**src/rtl/div_sequencer.sv**
```systemverilog
// Iterative restoring radix-2 divider for RV32M DIV/DIVU/REM/REMU.
// Stalls Execute while computing and pulses div_done_o for one cycle with the result.
module div_sequencer #(
  parameter int WIDTH = 32
) (
  input  logic             clk_i,
  input  logic             reset_n_i,
  input  logic             div_start_e_i,
  input  logic [2:0]       funct3_e_i,
  input  logic [WIDTH-1:0] op_a_e_i,
  input  logic [WIDTH-1:0] op_b_e_i,
  input  logic             flush_e_i,
  output logic             stall_o,
  output logic             div_done_o,
  output logic [WIDTH-1:0] div_result_o
);

  localparam int CW = $clog2(WIDTH);
  localparam logic [WIDTH-1:0] MIN_VAL = {1'b1, {(WIDTH-1){1'b0}}};

  typedef enum logic [1:0] {IDLE, CALC, DONE} state_e;

  state_e           r_state;
  state_e           w_state_nxt;
  logic [CW-1:0]    r_cnt;
  logic [WIDTH-1:0] r_quo;
  logic [WIDTH-1:0] r_rem;
  logic [WIDTH-1:0] r_div;
  logic [WIDTH-1:0] r_result;
  logic             r_sel_rem;
  logic             r_neg_q;
  logic             r_neg_r;

  logic             w_accept;
  logic             w_signed;
  logic             w_special;
  logic             w_stall;
  logic [WIDTH-1:0] w_abs_a;
  logic [WIDTH-1:0] w_abs_b;
  logic [WIDTH-1:0] w_special_res;
  logic [WIDTH:0]   w_rem_sh;
  logic [WIDTH:0]   w_diff;
  logic             w_borrow;
  logic [WIDTH-1:0] w_rem_step;
  logic [WIDTH-1:0] w_quo_step;
  logic [WIDTH-1:0] w_fin;

  // funct3[2] is set for every M-extension divide encoding, so it qualifies start.
  assign w_accept  = div_start_e_i & ~flush_e_i & funct3_e_i[2];
  assign w_signed  = ~funct3_e_i[0];
  assign w_abs_a   = (w_signed && op_a_e_i[WIDTH-1]) ? -op_a_e_i : op_a_e_i;
  assign w_abs_b   = (w_signed && op_b_e_i[WIDTH-1]) ? -op_b_e_i : op_b_e_i;
  assign w_special = (op_b_e_i == '0) ||
                     (w_signed && op_a_e_i == MIN_VAL && op_b_e_i == '1);
  assign w_special_res = (op_b_e_i == '0) ? (funct3_e_i[1] ? op_a_e_i : '1)
                                          : (funct3_e_i[1] ? '0 : MIN_VAL);

  // The partial remainder needs one extra bit before the trial subtract.
  assign w_rem_sh   = {r_rem, r_quo[WIDTH-1]};
  assign w_diff     = w_rem_sh - {1'b0, r_div};
  assign w_borrow   = w_diff[WIDTH];
  assign w_rem_step = w_borrow ? w_rem_sh[WIDTH-1:0] : w_diff[WIDTH-1:0];
  assign w_quo_step = {r_quo[WIDTH-2:0], ~w_borrow};
  assign w_fin      = r_sel_rem ? (r_neg_r ? -w_rem_step : w_rem_step)
                                : (r_neg_q ? -w_quo_step : w_quo_step);

  // NOTE: every output of this block gets a default first so no latch is inferred.
  always_comb begin
    w_state_nxt = r_state;
    w_stall     = 1'b0;
    div_done_o  = 1'b0;
    case (r_state)
      IDLE: begin
        w_stall = w_accept;
        if (w_accept) w_state_nxt = w_special ? DONE : CALC;
      end
      CALC: begin
        if (flush_e_i) begin
          w_state_nxt = IDLE;
        end else begin
          w_stall = 1'b1;
          if (r_cnt == '0) w_state_nxt = DONE;
        end
      end
      DONE: begin
        div_done_o  = ~flush_e_i;
        w_state_nxt = IDLE;
      end
      default: w_state_nxt = IDLE;
    endcase
  end

  assign stall_o      = w_stall & reset_n_i;
  assign div_result_o = r_result;

  // NOTE: sequential state uses non-blocking assignments so every register samples pre-edge values.
  always_ff @(posedge clk_i or negedge reset_n_i) begin
    if (!reset_n_i) begin
      r_state   <= IDLE;
      r_cnt     <= '0;
      r_quo     <= '0;
      r_rem     <= '0;
      r_div     <= '0;
      r_result  <= '0;
      r_sel_rem <= 1'b0;
      r_neg_q   <= 1'b0;
      r_neg_r   <= 1'b0;
    end else begin
      r_state <= w_state_nxt;
      case (r_state)
        IDLE: begin
          if (w_accept) begin
            r_sel_rem <= funct3_e_i[1];
            r_neg_q   <= w_signed & (op_a_e_i[WIDTH-1] ^ op_b_e_i[WIDTH-1]);
            r_neg_r   <= w_signed & op_a_e_i[WIDTH-1];
            r_quo     <= w_abs_a;
            r_div     <= w_abs_b;
            r_rem     <= '0;
            r_cnt     <= CW'(WIDTH - 1);
            if (w_special) r_result <= w_special_res;
          end
        end
        CALC: begin
          if (!flush_e_i) begin
            r_quo <= w_quo_step;
            r_rem <= w_rem_step;
            r_cnt <= r_cnt - 1'b1;
            if (r_cnt == '0) r_result <= w_fin;
          end
        end
        default: ;
      endcase
    end
  end

endmodule

```
**config.mk**
```make
export PLATFORM = sky130hd
export DESIGN_NAME = div_sequencer
export DESIGN_NICKNAME = d
export VERILOG_FILES = /design/src/rtl/div_sequencer.sv
export SDC_FILE = /design/constraint.sdc
export NUM_CORES = 1
export LEC_CHECK = 0
export CAP_MARGIN = 20
export CORE_ASPECT_RATIO = 2
export CORE_UTILIZATION = 59
export CTS_CLUSTER_SIZE = 40
export DETAILED_ROUTE_END_ITERATION = 6
export PLACE_DENSITY = 0.87
export SLEW_MARGIN = 20
export SYNTH_ARGS = -nofsm -noshare
export SYNTH_HDL_FRONTEND = slang
export SYNTH_SLANG_ARGS = --single-unit
```
**constraint.sdc**
```tcl
create_clock -name clk_i -period 6.31 [get_ports clk_i]
set_clock_uncertainty 0.2 [all_clocks]
set_input_delay 0.631 -clock clk_i [delete_from_list [all_inputs] [get_ports clk_i]]
set_output_delay 0.631 -clock clk_i [all_outputs]
set_load 0.02 [all_outputs]
```
* Word level (Yosys, flattened, before mapping)
Index checks and enable logic that the tools add are counted.
Word-level totals: register bits 138, output and inout port bits 34, logic and storage cells 77
Cells by class: equal/unequal tests 9, bitwise logic cells 9, reduce and logical (&&, ||, !) cells 13, add/sub/neg operators 6, mux-type cells 31
Operators by type and width (count):
- 32-bit two-way mux | 17
- 32-bit case mux with 2 select lines | 3
- 32-bit negation | 4
- 32-bit == test, second input constant | 2
- 33-bit by 32-bit subtractor with 33-bit output | 1
- 32-bit logical NOT | 1
- 5-bit two-way mux | 2
- 5-bit case mux with 2 select lines | 1
- 2-bit two-way mux | 4
- 2-bit inequality test, second input constant | 4
- 1-bit AND | 5
- 5-bit logical NOT | 1
- 5-bit AND reduction | 1
- 5-bit by 1-bit subtractor with 5-bit output, second input constant | 1
- 1-bit logical AND | 4
- 2-bit case mux with 2 select lines | 1
- 2-bit AND reduction | 2
- 3-bit inequality test, second input constant | 1
- 1-bit NOT | 3
- 3-bit AND reduction | 1
- 2-bit by 1-bit == test with 1-bit output, second input constant | 1
- 2-bit == test, second input constant | 1
- 2-bit logical NOT | 1
- 1-bit two-way mux | 2
- other kinds (4) | 4

* Logic depth before layout (Yosys ltp)
depth in word-level cells 8, gate-level depth with buffers 25, depth with buffers taken out 22

* Least setup slack after synthesis
No wires, ideal clock.
kind reg2reg, from register r_quo[31], to register r_result[26] (netlist: div_result_o[26]), path slack 1.342 ns, library setup time 0.118 ns, stages on the path, launching flop included 25, path buffers 3, arrival 4.650 ns, data required time 5.992 ns, path through dfrtp_1 inv_1 ha_1 fa_1 nor2b_1 o2111ai_2 nand3_2 a221o_1 a31oi_2 xnor2_2 inv_2 buf_2 buf_2 clkbuf_1 nor2_1 a21oi_1 ha_1 nand3_1 or4_1 nor2_1 mux2i_1 o41ai_2 xnor2_1 a21oi_1 a21o_1
On the way: longest elaborated chain between the ends 8, elaborated cells between the ends (all ways) 11, classes of those cells add/sub: 3; mux: 7; bitwise: 1
RTL lines:
- from (decl) | RTL line 26 | logic [WIDTH-1:0] r_quo;
- from (signal assigned) | RTL line 116 | r_quo <= w_abs_a;
- from (signal assigned) | RTL line 125 | r_quo <= w_quo_step;
- 33-bit by 32-bit subtractor with 33-bit output | RTL line 60 | assign w_diff = w_rem_sh - {1'b0, r_div};
- 32-bit two-way mux or 1-bit NOT (tied branches) | RTL line 62, 63
- 32-bit negation, on equally long branches | RTL line 64, 65
- 32-bit two-way mux, on equally long branches | RTL line 64, 65
- 32-bit two-way mux * | RTL line 64 | assign w_fin = r_sel_rem ? (r_neg_r ? -w_rem_step : w_rem_step)
- 32-bit two-way mux * | RTL line 128 | if (r_cnt == '0) r_result <= w_fin;
- 32-bit two-way mux * | RTL line 124 | if (!flush_e_i) begin
- 32-bit case mux with 2 select lines * | RTL line 110 | case (r_state)
- to (signal assigned) | RTL line 120 | if (w_special) r_result <= w_special_res;
- to (signal assigned) | RTL line 128
- to (decl) | RTL line 29 | logic [WIDTH-1:0] r_result;
Mark *: on every way between the ends. The rest lies on a longest branch, timed or not. The select of a mux whose other input is x is not followed. A chain may end at the register's enable or synchronous reset.

* Worst setup path after layout
from register r_quo[31], to register r_result[18] (netlist: div_result_o[18])
The elaborated chain is that of the path after synthesis.

==> impl_metrics.py <==
metrics = {
    "global_routing": {
        "grt_overflow": 0,
        "antenna_found_initial": 0,
        "grt_start_max_net_pins": 113,
        "grt_pass1_vias": 11600,
        "grtUsageTotal_pct": 41.6,
        "grt_pass1_wl_mm": 61.7,
    },
    "timing": {
        "drv_slew": 0,
        "finalCritPeriodShare_pct": 86.3,
        "setup_viol": 0,
        "period_minus_slack_ns": 5.44,
        "rsz0062_at_grt": "false",
        "slew-limit-headroom_pct": 18.2,
        "fmax_ghz": 0.184,
        "hold_viol_final": 0,
        "setup_tns_ns": 0,
        "worst_slew_pin_slew_ns": 1.22,
    },
    "final_layout": {
        "syn_to_final_growth_pct": 16.0,
        "antenna_cells": 0,
        "final_layout_size_suffix_gt1_share_pct": 5.01,
        "design_area_um2": 13100,
        "fin_util_pct": 69.9,
        "final_cell_mix": "o21ai_0 (158), nand2_1 (138), dfrtp_1 (138)",
        "layout_commonest_cell": "o21ai_0",
        "nets": 1575,
        "fin_cells": 1732,
    },
    "floorplan": {
        "die-area_um2": 19700,
        "die_h_um": 198,
        "io_pins": 105,
        "die_w_um": 99.8,
        "start_util_pct": 60.3,
        "core_um2": 18700,
        "placementRows": 71,
    },
    "logic_synthesis": {
        "synth_flop_cell": "dfrtp_1",
        "netlist_instances": 1402,
        "syn_nets": 1513,
        "ys_types": 89,
        "seq_area_frac_synth_pct": 30.6,
        "syn_avg_cell_area_um2": 8.06,
        "synth.ff_latch_count": 138,
        "synth_edf_count": 0,
        "synth_warnings": 0,
        "netlist_area_um2": 11300,
        "async_flop_share_pct": 100,
    },
    "power": {
        "power_uw": 8990,
        "p_leak_uw": 0.00542,
        "ir_drop_mv": 0.345,
        "p_per_area_nw_per_um2": 686,
    },
    "setup_path": {
        "crit_slowest_cell": "a221oi_1",
        "reg2reg_from": "r_quo[31]",
        "cpPeakStageDelay_ns": 0.55,
        "worst_setup_path_end_kind": "register",
        "crit_buf_inv": 2,
        "required_ns": 6.48,
        "crit_start": "r_quo[31]",
        "cp_cell_sequence": "inv_1 -> ha_1 -> fa_1 -> nor2b_1 -> o2111ai_2 -> nand3_2 -> a221o_1 -> a31oi_2 -> xnor2_4 -> inv_2 -> nor2_1 -> a21oi_1 -> ha_1 -> nand3_1 -> or4_1 -> o21ai_0 -> mux2i_1 -> a21oi_1 -> xnor2_1 -> a221oi_1 -> a21o_1",
        "start_kind": "register",
        "setup.worst_path.class": "register to register",
        "crit_fanout": 6,
        "crit_family": "compound AO/OA/AOI/OAI gates",
        "cp_data_arrival_time_ns": 5.62,
    },
    "clock_tree": {
        "ctsResizeCount": 0,
        "holdBufCountCts": 1,
        "cts_htree_levels": 4,
        "root_buffer": "clkbuf_16",
        "post-cts-setup-buffers": 0,
        "numCtsBuffers": 17,
        "cts_buffer_depth": 2,
        "cts_tree": "done",
        "cts_sinks": 138,
        "clk_pin_slew_ns": 0.06,
        "clk_latency_ns": 0.44,
    },
    "detailed_routing": {
        "viasPerCell": 6.70,
        "ant_nets": 0,
        "post-route-drc-count": 0,
        "wl_mm": 39.3,
        "vias": 11600,
        "firstDrtPassIters": 7,
        "wl_per_cell_um": 22.7,
        "dr.first_iter.drc_count": 855,
    },
    "placement": {
        "placed_area_um2": 12500,
        "gp_congestion": 1.01,
        "hpwlAfterDp_mm": 29.8,
        "io_buffers": 104,
        "dp_cells": 1699,
    },
    "run_status": {
        "status": "completed",
    },
    "min_path": {
        "min_path_type": "register to register",
        "hp-start": "div_result_o[2]",
    },
    "job": {
        "drv_cap": 0,
    },
}
-- flip-flops by register name, summed over array words and instances, names as in the netlist --
| register | count |
|---|---|
| div_result_o | 32 |
| r_cnt | 5 |
| r_div | 32 |
| r_neg_q | 1 |
| r_neg_r | 1 |
| r_quo | 32 |
| r_rem | 32 |
| r_sel_rem | 1 |
| r_state | 2 |
-- report_power, final --
part           switching, uW  total [uW]  internal (uW)
logic                   3870        6140           2270
registers                532        1780           1250
clock network            403        1060            657
-- worst reg2reg max path, delay by kind of cell, from the launching register on --
| family | cells | cell delay [ns] |
|---|---|---|
| compound gates | 8 | 2.06 |
| xor+xnor | 2 | 0.30 |
| fa+ha+maj | 3 | 0.91 |
| buf+inv | 2 | 0.21 |
| flops | 1 | 0.38 |
| mux | 1 | 0.23 |
| simple gates | 5 | 1.09 |
-- layer usage --
layer  global-route usage, %  wire length (um)
met1                    41.0             12400
met5                       0                 0
met3                    7.43              2710
met4                    41.2              4660
met2                    71.0             19500
-- path summary, 6_finish.rpt --
| check | endpoint | slack (ns) | cells past startpoint |
|---|---|---|---|
| setup / recovery | div_result_o[18] | 0.87 | 21 |
| setup reg to reg | div_result_o[18] | 0.87 | 21 |
| hold / removal | div_result_o[2] | 0.27 | 2 |
| max in group asynchronous | r_div[28] | 3.66 | 4 |
| hold reg to reg | div_result_o[2] | 0.27 | 2 |
| min in group asynchronous | div_result_o[14] | 0.50 | 2 |
-- stage by stage --
step / worst slack, ns / hold WS, ns
floorplan: 1.34 / 0.135
global placement: 1.23 / 0.252
detailed placement: 1.13 / 0.258
CTS: 1.07 / 0.271
global route: 0.623 / 0.298
finish: 0.867 / 0.271
-- area by class of cell --
| cell class | count | area, um2 |
|---|---|---|
| clock inverter | 8 | 133 |
| tap | 255 | 319 |
| clock buffer | 24 | 482 |
| multi-input combinational | 1130 | 7340 |
| sequential | 138 | 3450 |
| inverter | 57 | 214 |
| timing repair buffer | 120 | 1160 |
| fill | 1552 | 5640 |
-- cells in the mapped netlist (31+ instances only) --
cell,instances,share of area [%]
ha_1,39,4.3
o21ai_0,158,7.0
nor2_1,91,3.0
nand3_1,37,1.6
dfrtp_1,138,31
xnor2_1,80,6.2
nand2_1,138,4.6
a22oi_1,31,2.1
inv_1,55,1.8
xor2_1,59,4.6
a21oi_1,96,4.3
clkbuf_1,60,2.0
-- cells by family after synthesis --
kind of cell	share of synthesized area, %
flops	30.6
simple gates	19.2
mux	2.84
xor+xnor	10.9
fa+ha+maj	4.50
compound gates	27.3
buf+inv	4.73
(Power assumes the default switching activity.)
